[src/rtl/fetch_unit_if.sv]
// Instruction-memory request/acknowledge bus between the fetch stage and instruction memory.
// Exactly one request is outstanding at a time; the address holds steady until it is acknowledged.
interface fetch_unit_if #(
  parameter int PC_W = 16
);
  logic            imem_req;
  logic [PC_W-1:0] imem_addr;
  logic            imem_ack;
  logic [15:0]     imem_rdata;

  modport master (
    output imem_req,
    output imem_addr,
    input  imem_ack,
    input  imem_rdata
  );

  modport slave (
    input  imem_req,
    input  imem_addr,
    output imem_ack,
    output imem_rdata
  );
endinterface

[src/rtl/fetch_unit.sv]
// Instruction-fetch stage with prefetch FIFO and IF/ID pipeline register.
// A request that has been raised is always allowed to complete; a branch only decides whether its data is kept.
module fetch_unit #(
  parameter int              PC_W       = 16,
  parameter logic [PC_W-1:0] RESET_PC   = 16'h0000,
  parameter int              FIFO_DEPTH = 2
) (
  input  logic             clk,
  input  logic             rst,
  input  logic             pc_en,
  input  logic             if_id_en,
  input  logic             br_taken,
  input  logic [PC_W-1:0]  br_target,
  fetch_unit_if.master     imem,
  output logic [15:0]      if_id_inst,
  output logic [PC_W-1:0]  if_id_pc1,
  output logic             if_id_valid
);

  localparam int PTR_W = $clog2(FIFO_DEPTH);
  localparam int CNT_W = PTR_W + 1;
  localparam logic [CNT_W-1:0] DEPTH_C = CNT_W'(FIFO_DEPTH);
  localparam logic [CNT_W-1:0] CNT_ZERO = {CNT_W{1'b0}};

  localparam logic [1:0] ST_IDLE = 2'd0;
  localparam logic [1:0] ST_REQ  = 2'd1;
  localparam logic [1:0] ST_DROP = 2'd2;

  logic [1:0]      state_r, state_nxt_s;
  logic            imem_req_r, req_nxt_s;
  logic [PC_W-1:0] imem_addr_r, addr_nxt_s;
  logic [PC_W-1:0] fetch_pc_r, pc_nxt_s;
  logic [PC_W-1:0] addr_inc_s;
  logic [15:0]     fifo_inst_r [FIFO_DEPTH];
  logic [PC_W-1:0] fifo_pc1_r  [FIFO_DEPTH];
  logic [PTR_W-1:0] wr_ptr_r, rd_ptr_r;
  logic [CNT_W-1:0] count_r, count_post_s;
  logic            push_s, pop_s;

  assign imem.imem_req  = imem_req_r;
  assign imem.imem_addr = imem_addr_r;

  // Wraps modulo 2^PC_W, so the word at 16'hFFFF carries pc1 = 0.
  assign addr_inc_s   = imem_addr_r + PC_W'(1'b1);
  assign push_s       = (state_r == ST_REQ) && imem.imem_ack && !br_taken;
  assign pop_s        = !br_taken && if_id_en && (count_r != CNT_ZERO);
  assign count_post_s = count_r + CNT_W'(push_s) - CNT_W'(pop_s);

  // Request FSM next-state: IDLE issues, REQ streams, DROP waits out a killed request.
  always_comb begin
    state_nxt_s = state_r;
    req_nxt_s   = imem_req_r;
    addr_nxt_s  = imem_addr_r;
    pc_nxt_s    = fetch_pc_r;
    case (state_r)
      ST_IDLE: begin
        if (pc_en && !br_taken && (count_r < DEPTH_C)) begin
          state_nxt_s = ST_REQ;
          req_nxt_s   = 1'b1;
          addr_nxt_s  = fetch_pc_r;
        end else begin
          state_nxt_s = ST_IDLE;
        end
      end
      ST_REQ: begin
        if (imem.imem_ack && br_taken) begin
          state_nxt_s = ST_IDLE;
          req_nxt_s   = 1'b0;
        end else if (imem.imem_ack) begin
          pc_nxt_s = addr_inc_s;
          if (pc_en && (count_post_s < DEPTH_C)) begin
            addr_nxt_s = addr_inc_s;
          end else begin
            state_nxt_s = ST_IDLE;
            req_nxt_s   = 1'b0;
          end
        end else if (br_taken) begin
          state_nxt_s = ST_DROP;
        end else begin
          state_nxt_s = ST_REQ;
        end
      end
      ST_DROP: begin
        if (imem.imem_ack) begin
          state_nxt_s = ST_IDLE;
          req_nxt_s   = 1'b0;
        end else begin
          state_nxt_s = ST_DROP;
        end
      end
      default: begin
        state_nxt_s = ST_IDLE;
        req_nxt_s   = 1'b0;
      end
    endcase
    if (br_taken) begin
      pc_nxt_s = br_target;
    end else begin
      pc_nxt_s = pc_nxt_s;
    end
  end

  // FSM, fetch PC and registered memory request.
  always_ff @(posedge clk or posedge rst) begin
    if (rst) begin
      state_r     <= ST_IDLE;
      imem_req_r  <= 1'b0;
      imem_addr_r <= RESET_PC;
      fetch_pc_r  <= RESET_PC;
    end else begin
      state_r     <= state_nxt_s;
      imem_req_r  <= req_nxt_s;
      imem_addr_r <= addr_nxt_s;
      fetch_pc_r  <= pc_nxt_s;
    end
  end

  // Prefetch FIFO storage and occupancy; a branch empties it.
  always_ff @(posedge clk or posedge rst) begin
    if (rst) begin
      for (int i = 0; i < FIFO_DEPTH; i++) begin
        fifo_inst_r[i] <= 16'h0000;
        fifo_pc1_r[i]  <= {PC_W{1'b0}};
      end
      wr_ptr_r <= {PTR_W{1'b0}};
      rd_ptr_r <= {PTR_W{1'b0}};
      count_r  <= CNT_ZERO;
    end else if (br_taken) begin
      wr_ptr_r <= {PTR_W{1'b0}};
      rd_ptr_r <= {PTR_W{1'b0}};
      count_r  <= CNT_ZERO;
    end else begin
      if (push_s) begin
        fifo_inst_r[wr_ptr_r] <= imem.imem_rdata;
        fifo_pc1_r[wr_ptr_r]  <= addr_inc_s;
        wr_ptr_r              <= wr_ptr_r + PTR_W'(1'b1);
      end
      if (pop_s) begin
        rd_ptr_r <= rd_ptr_r + PTR_W'(1'b1);
      end
      count_r <= count_post_s;
    end
  end

  // IF/ID register: pops only from the registered FIFO, so fetched data never bypasses it.
  always_ff @(posedge clk or posedge rst) begin
    if (rst) begin
      if_id_inst  <= 16'h0000;
      if_id_pc1   <= {PC_W{1'b0}};
      if_id_valid <= 1'b0;
    end else if (br_taken) begin
      if_id_inst  <= 16'h0000;
      if_id_valid <= 1'b0;
    end else if (if_id_en) begin
      if (count_r != CNT_ZERO) begin
        if_id_inst  <= fifo_inst_r[rd_ptr_r];
        if_id_pc1   <= fifo_pc1_r[rd_ptr_r];
        if_id_valid <= 1'b1;
      end else begin
        if_id_inst  <= 16'h0000;
        if_id_valid <= 1'b0;
      end
    end
  end

endmodule
[src/flat_wrapper.sv]
// flat-port wrapper written by rule: the top's interface ports become plain ports
module fetch_unit_flat 
#(
  parameter int              PC_W       = 16,
  parameter logic [PC_W-1:0] RESET_PC   = 16'h0000,
  parameter int              FIFO_DEPTH = 2
)
  (clk, rst, pc_en, if_id_en, br_taken, br_target, if_id_inst, if_id_pc1, if_id_valid, imem_imem_req, imem_imem_addr, imem_imem_ack, imem_imem_rdata);
  fetch_unit_if #(.PC_W(PC_W)) imem_i ();
  input  logic clk;
  input  logic rst;
  input  logic pc_en;
  input  logic if_id_en;
  input  logic br_taken;
  input  logic [PC_W-1:0] br_target;
  output logic [15:0] if_id_inst;
  output logic [PC_W-1:0] if_id_pc1;
  output logic if_id_valid;
  output wire logic [$bits(imem_i.imem_req)-1:0] imem_imem_req;
  output wire logic [$bits(imem_i.imem_addr)-1:0] imem_imem_addr;
  input wire logic [$bits(imem_i.imem_ack)-1:0] imem_imem_ack;
  input wire logic [$bits(imem_i.imem_rdata)-1:0] imem_imem_rdata;
  assign imem_imem_req = imem_i.imem_req;
  assign imem_imem_addr = imem_i.imem_addr;
  assign imem_i.imem_ack = imem_imem_ack;
  assign imem_i.imem_rdata = imem_imem_rdata;
  fetch_unit #(.PC_W(PC_W), .RESET_PC(RESET_PC), .FIFO_DEPTH(FIFO_DEPTH)) u_core (.clk(clk), .rst(rst), .pc_en(pc_en), .if_id_en(if_id_en), .br_taken(br_taken), .br_target(br_target), .imem(imem_i), .if_id_inst(if_id_inst), .if_id_pc1(if_id_pc1), .if_id_valid(if_id_valid));
endmodule
[config.mk]
export PLATFORM = sky130hd
export DESIGN_NAME = fetch_unit_flat
export DESIGN_NICKNAME = d
export VERILOG_FILES = /design/src/rtl/fetch_unit_if.sv /design/src/rtl/fetch_unit.sv /design/src/flat_wrapper.sv
export SDC_FILE = /design/constraint.sdc
export NUM_CORES = 1
export LEC_CHECK = 0
export CELL_PAD_IN_SITES_DETAIL_PLACEMENT = 1
export CELL_PAD_IN_SITES_GLOBAL_PLACEMENT = 1
export CORE_AREA = 4 4 128 154
export DETAILED_ROUTE_END_ITERATION = 8
export DIE_AREA = 0 0 132 158
export PLACE_DENSITY_LB_ADDON = 0.1
export SLEW_MARGIN = 10
export SYNTH_ARGS = -nofsm -noshare
export SYNTH_HDL_FRONTEND = slang
export SYNTH_SLANG_ARGS = --single-unit
export TNS_END_PERCENT = 30
[constraint.sdc]
create_clock -name clk -period 5.95 [get_ports clk]
set_input_delay 1.19 -clock clk [delete_from_list [all_inputs] [get_ports clk]]
set_output_delay 1.19 -clock clk [all_outputs]
set_load 0.01 [all_outputs]
After elaboration in Yosys (flattened, before gate mapping):

Index checks and enable logic that the tools add are counted.

* output and inout bits: 50
* logic and storage cells: 104
* input bits: 38
* register bits: 136

* mux-type cells: 43
* reductions and logical operators: 23
* bitwise gates (word level): 3
* order comparisons: 5
* add/sub/neg operators: 5
* eq/ne operators: 11

Operators with widths (count)
* 16-bit 2-to-1 mux: 18
* 32-bit bitwise mux: 2
* 16-bit case mux with 2 select lines: 1
* 16-bit by 1-bit adder with 16-bit output (second input constant): 1
* 16-bit demux with 1-bit select: 1
* 2-bit nonzero test: 7
* 1-bit 2-to-1 mux: 13
* 2-bit 2-to-1 mux: 6
* 2-bit inequality test (second input constant): 5
* 1-bit logical AND: 9
* 3-bit inequality test (second input constant): 2
* 2-bit case mux with 3 select lines: 1
* 3-bit AND reduction: 2
* 5-bit AND reduction: 1
* 2-bit greater-or-equal comparator (second input constant): 2
* 2-bit < comparator (second input constant): 2
* 4-bit inequality test (second input constant): 1
* 1-bit NOT with 2-bit output: 2
* 4-bit AND reduction: 1
* 1-bit case mux with 3 select lines: 1
* 1-bit adder (second input constant): 2
* 2-bit by 1-bit adder with 2-bit output: 1
* 2-bit by 1-bit == test with 1-bit output (second input constant): 1
* 2-bit == test (second input constant): 1
* 7 further kinds: 7

Longest topological paths before layout:

* depth in word-level cells: 11
* mapped depth: 14
* gate-level depth less buffers: 11

Worst setup path after synthesis:

No wires, ideal clock.

* path type: in2reg
* from: in br_taken
* to: reg u_core.imem_addr_r[15], in the netlist u_core.imem.imem_addr[15]
* cell stages on the path: 14
* path slack: 2.376 ns
* path buffers: 4
* library setup time: 0.121 ns
* data required time: 5.829 ns
* arrival time: 3.453 ns
* cells stage by stage: clkbuf_1 -> or2_2 -> clkbuf_1 -> clkbuf_1 -> inv_1 -> ha_1 -> inv_1 -> ha_1 -> xnor3_1 -> nand4b_1 -> o2bb2ai_1 -> buf_2 -> a21oi_1 -> o22a_1

* cells in the longest elaborated chain, start to end: 8
* elaborated cells between the ends (all ways): 15
* those cells by class: add/sub: 2; order compare: 1; eq/ne: 3; reduce/logical: 9

Ends and longest elaborated chain
* start: declaration: RTL line flat_wrapper.sv:14 `input logic br_taken;`
* 1-bit zero test: RTL line fetch_unit.sv:46 `assign pop_s = !br_taken && if_id_en && (count_r != CNT_ZERO);`
* 1-bit logical AND (2 in series): RTL line fetch_unit.sv:46
* net u_core.pop_s: RTL line fetch_unit.sv:38 `logic push_s, pop_s;`
* 2-bit by 1-bit subtractor with 2-bit output: RTL line fetch_unit.sv:47 `assign count_post_s = count_r + CNT_W'(push_s) - CNT_W'(pop_s);`
* 2-bit < comparator: RTL line fetch_unit.sv:71 `if (pc_en && (count_post_s < DEPTH_C)) begin`
* 1-bit logical AND: RTL line fetch_unit.sv:71
* 2-bit inequality test (no source line)
* 5-bit AND reduction (no source line)
* end signal: assignment: RTL line fetch_unit.sv:113 `imem_addr_r <= addr_nxt_s;`
* end: declaration: RTL line fetch_unit.sv:31 `logic [PC_W-1:0] imem_addr_r, addr_nxt_s;`

The timed path passes the listed nets, and every way through them passes these cells.
A chain may end at the register's enable or synchronous reset.

Final worst setup path:

* from: in br_taken
* to: reg u_core.imem_addr_r[0], in the netlist u_core.imem.imem_addr[0]

The elaborated chain is that of the path after synthesis.

==> out/qor.csv <==
stage,metric,value,unit
global_routing,grt_usage,15.5,%
global_routing,first_global_vias,4802,
power_and_ir_drop,ir_drop,0.208,mV
floorplanning,die_w,132,um
clock_network,cts_setup_buffers,0,
timing,clock.fmax,0.274,GHz
floorplanning,die_h,158,um
global_routing,grt_overflow_total,0,
floorplanning,start_util,33.4,%
clock_network,clockBufferDepth,2,
finish,final_util,42.4,%
logic_synthesis,synth_area_leader_cell,dfrtp_1,
clock_network,clk_pin_slew_worst_paths,60,ps
power_and_ir_drop,pwr_density_cell,440,nW/um^2
clock_network,clock-root-buffer,clkbuf_16,
clock_network,cts.htree.levels,4,
worst_setup_path,cp_data_required_time,6250,ps
placement,numPortBuffers,87,
drt,ant_nets,0,
worst_setup_path,crit_arrival,3950,ps
clock_network,cts_resized,0,
clock_network,cts_tree,done,
placement,dpl_cell_area,7120,sq um
run,cap_violations,0,
global_routing,antenna_found_initial,0,
logic_synthesis,yosys.area_share.simple,12.2,%
status,status,completed,
timing,tightest_slew,1120,ps
global_routing,grt_max_degree,98,
timing,drv_slew,0,
logic_synthesis,synth.distinct_cells,48,
min_path,hold_path.class,flop to flop,
timing,rsz0062_at_grt,no,
placement,place_hpwl,9900,um
logic_synthesis,syn_area_per_cell,10.8,sq um
global_routing,grt_pass1_wl,25700,um
timing,hold_violations,0,
logic_synthesis,synthXorXnorAreaFrac,2.68,%
drt,drc_errors,0,
logic_synthesis,ys_warn_count,0,
worst_setup_path,critPathKind,input port to flop,
logic_synthesis,ys_seq_elements,136,
finish,nNetsFinal,676,
clock_network,clk-insertion-delay-late,420,ps
logic_synthesis,ys_top_cells_by_area,"dfrtp_1 56%, mux2_2 6.3%, o21ai_0 6.0%",
floorplanning,core_area,18200,sq um
timing,timing.final.crit_share,61.3,%
timing,fin_crit,3650,ps
logic_synthesis,yosysMostFrequentCell,dfrtp_1,
logic_synthesis,synth_compound_area_share,13.4,%
logic_synthesis,synth.area.mux_share,11.9,%
drt,vias,4430,
logic_synthesis,synth_ff_type,dfrtp_1,
clock_network,cts_hold_buf,0,
logic_synthesis,yosysSeqAreaShare,56.0,%
clock_network,numCtsBuffers,17,
worst_setup_path,end_kind,flop,
power_and_ir_drop,leakage,3.33,nW
floorplanning,ios,88,
finish,synthToLayoutAreaGrowth,27.0,%
logic_synthesis,synth_common_cells,"136 x dfrtp_1, 89 x nand2_1, 73 x o21ai_0, 34 x mux2_2, 34 x mux2i_1",
logic_synthesis,syn-num-nets,601,
logic_synthesis,synth_top_family_by_area,compound AO/OA/AOI/OAI gates,
logic_synthesis,async_reset_ff_share,100,%
finish,num_antenna_cells,0,
timing,relSlewSlack,25.3,%
drt,wl_per_cell,17.5,um
timing,fin_skew,11.4,ps
worst_setup_path,cp_max_fo,46,
drt,wl,15200,um
floorplanning,rows,54,
logic_synthesis,synth_edf_count,0,
clock_network,clkSinkCount,136,
placement,routabilityCongestion,0.800,
floorplanning,die_area,20900,sq um
drt,first_iter_violations,229,
drt,first_pass_iters,4,
finish,drive_gt1_share,13.7,%
worst_setup_path,worst_setup_path_start_kind,input port,
timing,tns,0,ps
logic_synthesis,synth_top_cell_area_share,56.0,%
logic_synthesis,synthAdderAreaFrac,0.618,%
drt,viasPerCell,5.08,
finish,final_area,7710,sq um
logic_synthesis,synthCells,560,
logic_synthesis,synth_area,6070,sq um
timing,setup_viol,0,
finish,fill_cells,2004,
==> metrics by stage <==
stage          hold slack (ps)  instances  setup WS (ps)  power [mW]
2_1_floorplan              449        560           1120        1.93
3_3_place_gp               460        840           1950        2.34
3_5_place_dp               469        840           1870        2.39
4_1_cts                    482        872           2310        3.46
5_1_grt                    506        872           2120        3.63
6_report                   476        872           2300        3.40
==> logic make-up (layout without fill, tap and decap cells) <==
logic type                 count (synthesis)  count (layout)
and+or+nand+nor                          156             156
AOI/OAI and AO/OA                        136             136
DFF                                      136             136
muxes                                     68              68
buffers and inverters                     44             132
xor gates and xnor gates                  17              17
adders and majority gates                  3               3
==> final timing paths <==
| path | start | endpoint | slack [ps] | depth (start not counted) |
|---|---|---|---|---|
| min in group asynchronous | rst | u_core.imem.imem_req | 1340 | 2 |
| max in group asynchronous | rst | u_core.fifo_pc1_r[7] | 3490 | 3 |
| min reg2reg | u_core.fifo_pc1_r[14] | u_core.fifo_pc1_r[14] | 480 | 2 |
| min | u_core.fifo_pc1_r[14] | u_core.fifo_pc1_r[14] | 480 | 2 |
| max | br_taken | u_core.imem.imem_addr[0] | 2300 | 12 |
| max reg2reg | u_core.state_r[0] | u_core.imem.imem_addr[0] | 3270 | 10 |
==> report_power, final <==
| part | internal (mW) | switching [mW] |
|---|---|---|
| sequential | 1.21 | 0.245 |
| combinational | 0.477 | 0.416 |
| clock | 0.647 | 0.402 |
==> layout make-up <==
type | instances | area, sq um | area share (%)
clock inverters | 12 | 125 | 1.62
well taps | 224 | 280 | 3.63
inverters | 6 | 27.5 | 0.357
repair buffers | 94 | 923 | 12.0
clock buffers | 20 | 467 | 6.05
multi-input cells | 380 | 2490 | 32.2
flip-flops and latches | 136 | 3400 | 44.1
==> cells in the final DEF, fill, tap and decap left out, types with 2 or more instances in the layout <==
master	count
dfrtp_1	135
nand2_1	88
clkdlybuf4s50_1	87
o21ai_0	73
mux2i_1	34
mux2_2	34
nor2_1	33
clkbuf_16	17
a21oi_1	15
o22a_1	10
a211oi_1	10
a21o_1	10
xnor2_1	9
xor2_1	7
buf_4	7
inv_1	5
nor3b_1	5
nand3_1	5
o21ai_1	5
clkinv_2	5
and3_1	3
o221ai_1	3
ha_1	3
clkbuf_8	3
clkinvlp_4	3
a31oi_1	2
nor3_1	2
a22oi_1	2
nand3_2	2
and3b_1	2
nor2b_1	2
bufinv_16	2
clkinv_4	2
==> flip-flops by register name, indices dropped and copies added, names as in the netlist, 2 cells and up <==
name,flops
u_core.if_id_inst,16
u_core.if_id_pc1,16
u_core.count_r,2
u_core.fetch_pc_r,16
u_core.fifo_pc1_r,32
u_core.fifo_inst_r,32
u_core.state_r,2
u_core.imem.imem_addr,16
==> critical path, cell delays in order <==
cell,delay (ps)
clkdlybuf4s50_1,460
buf_4,390
or2_2,210
inv_1,40
ha_1,260
inv_1,40
ha_1,170
xnor3_1,250
nand4b_1,130
o2bb2ai_2,140
buf_4,250
a221o_1,370
==> metal layers <==
metal	track usage, %	share of wire, %	wire length, um	vias up
met5	0	0	0	-
met4	5.55	1.8	268	0
met3	4.04	3.5	528	23
met2	25.3	48	7330	84
met1	20.1	47	7100	2227
li1	-	-	-	2096
(Power assumes the default switching activity.)
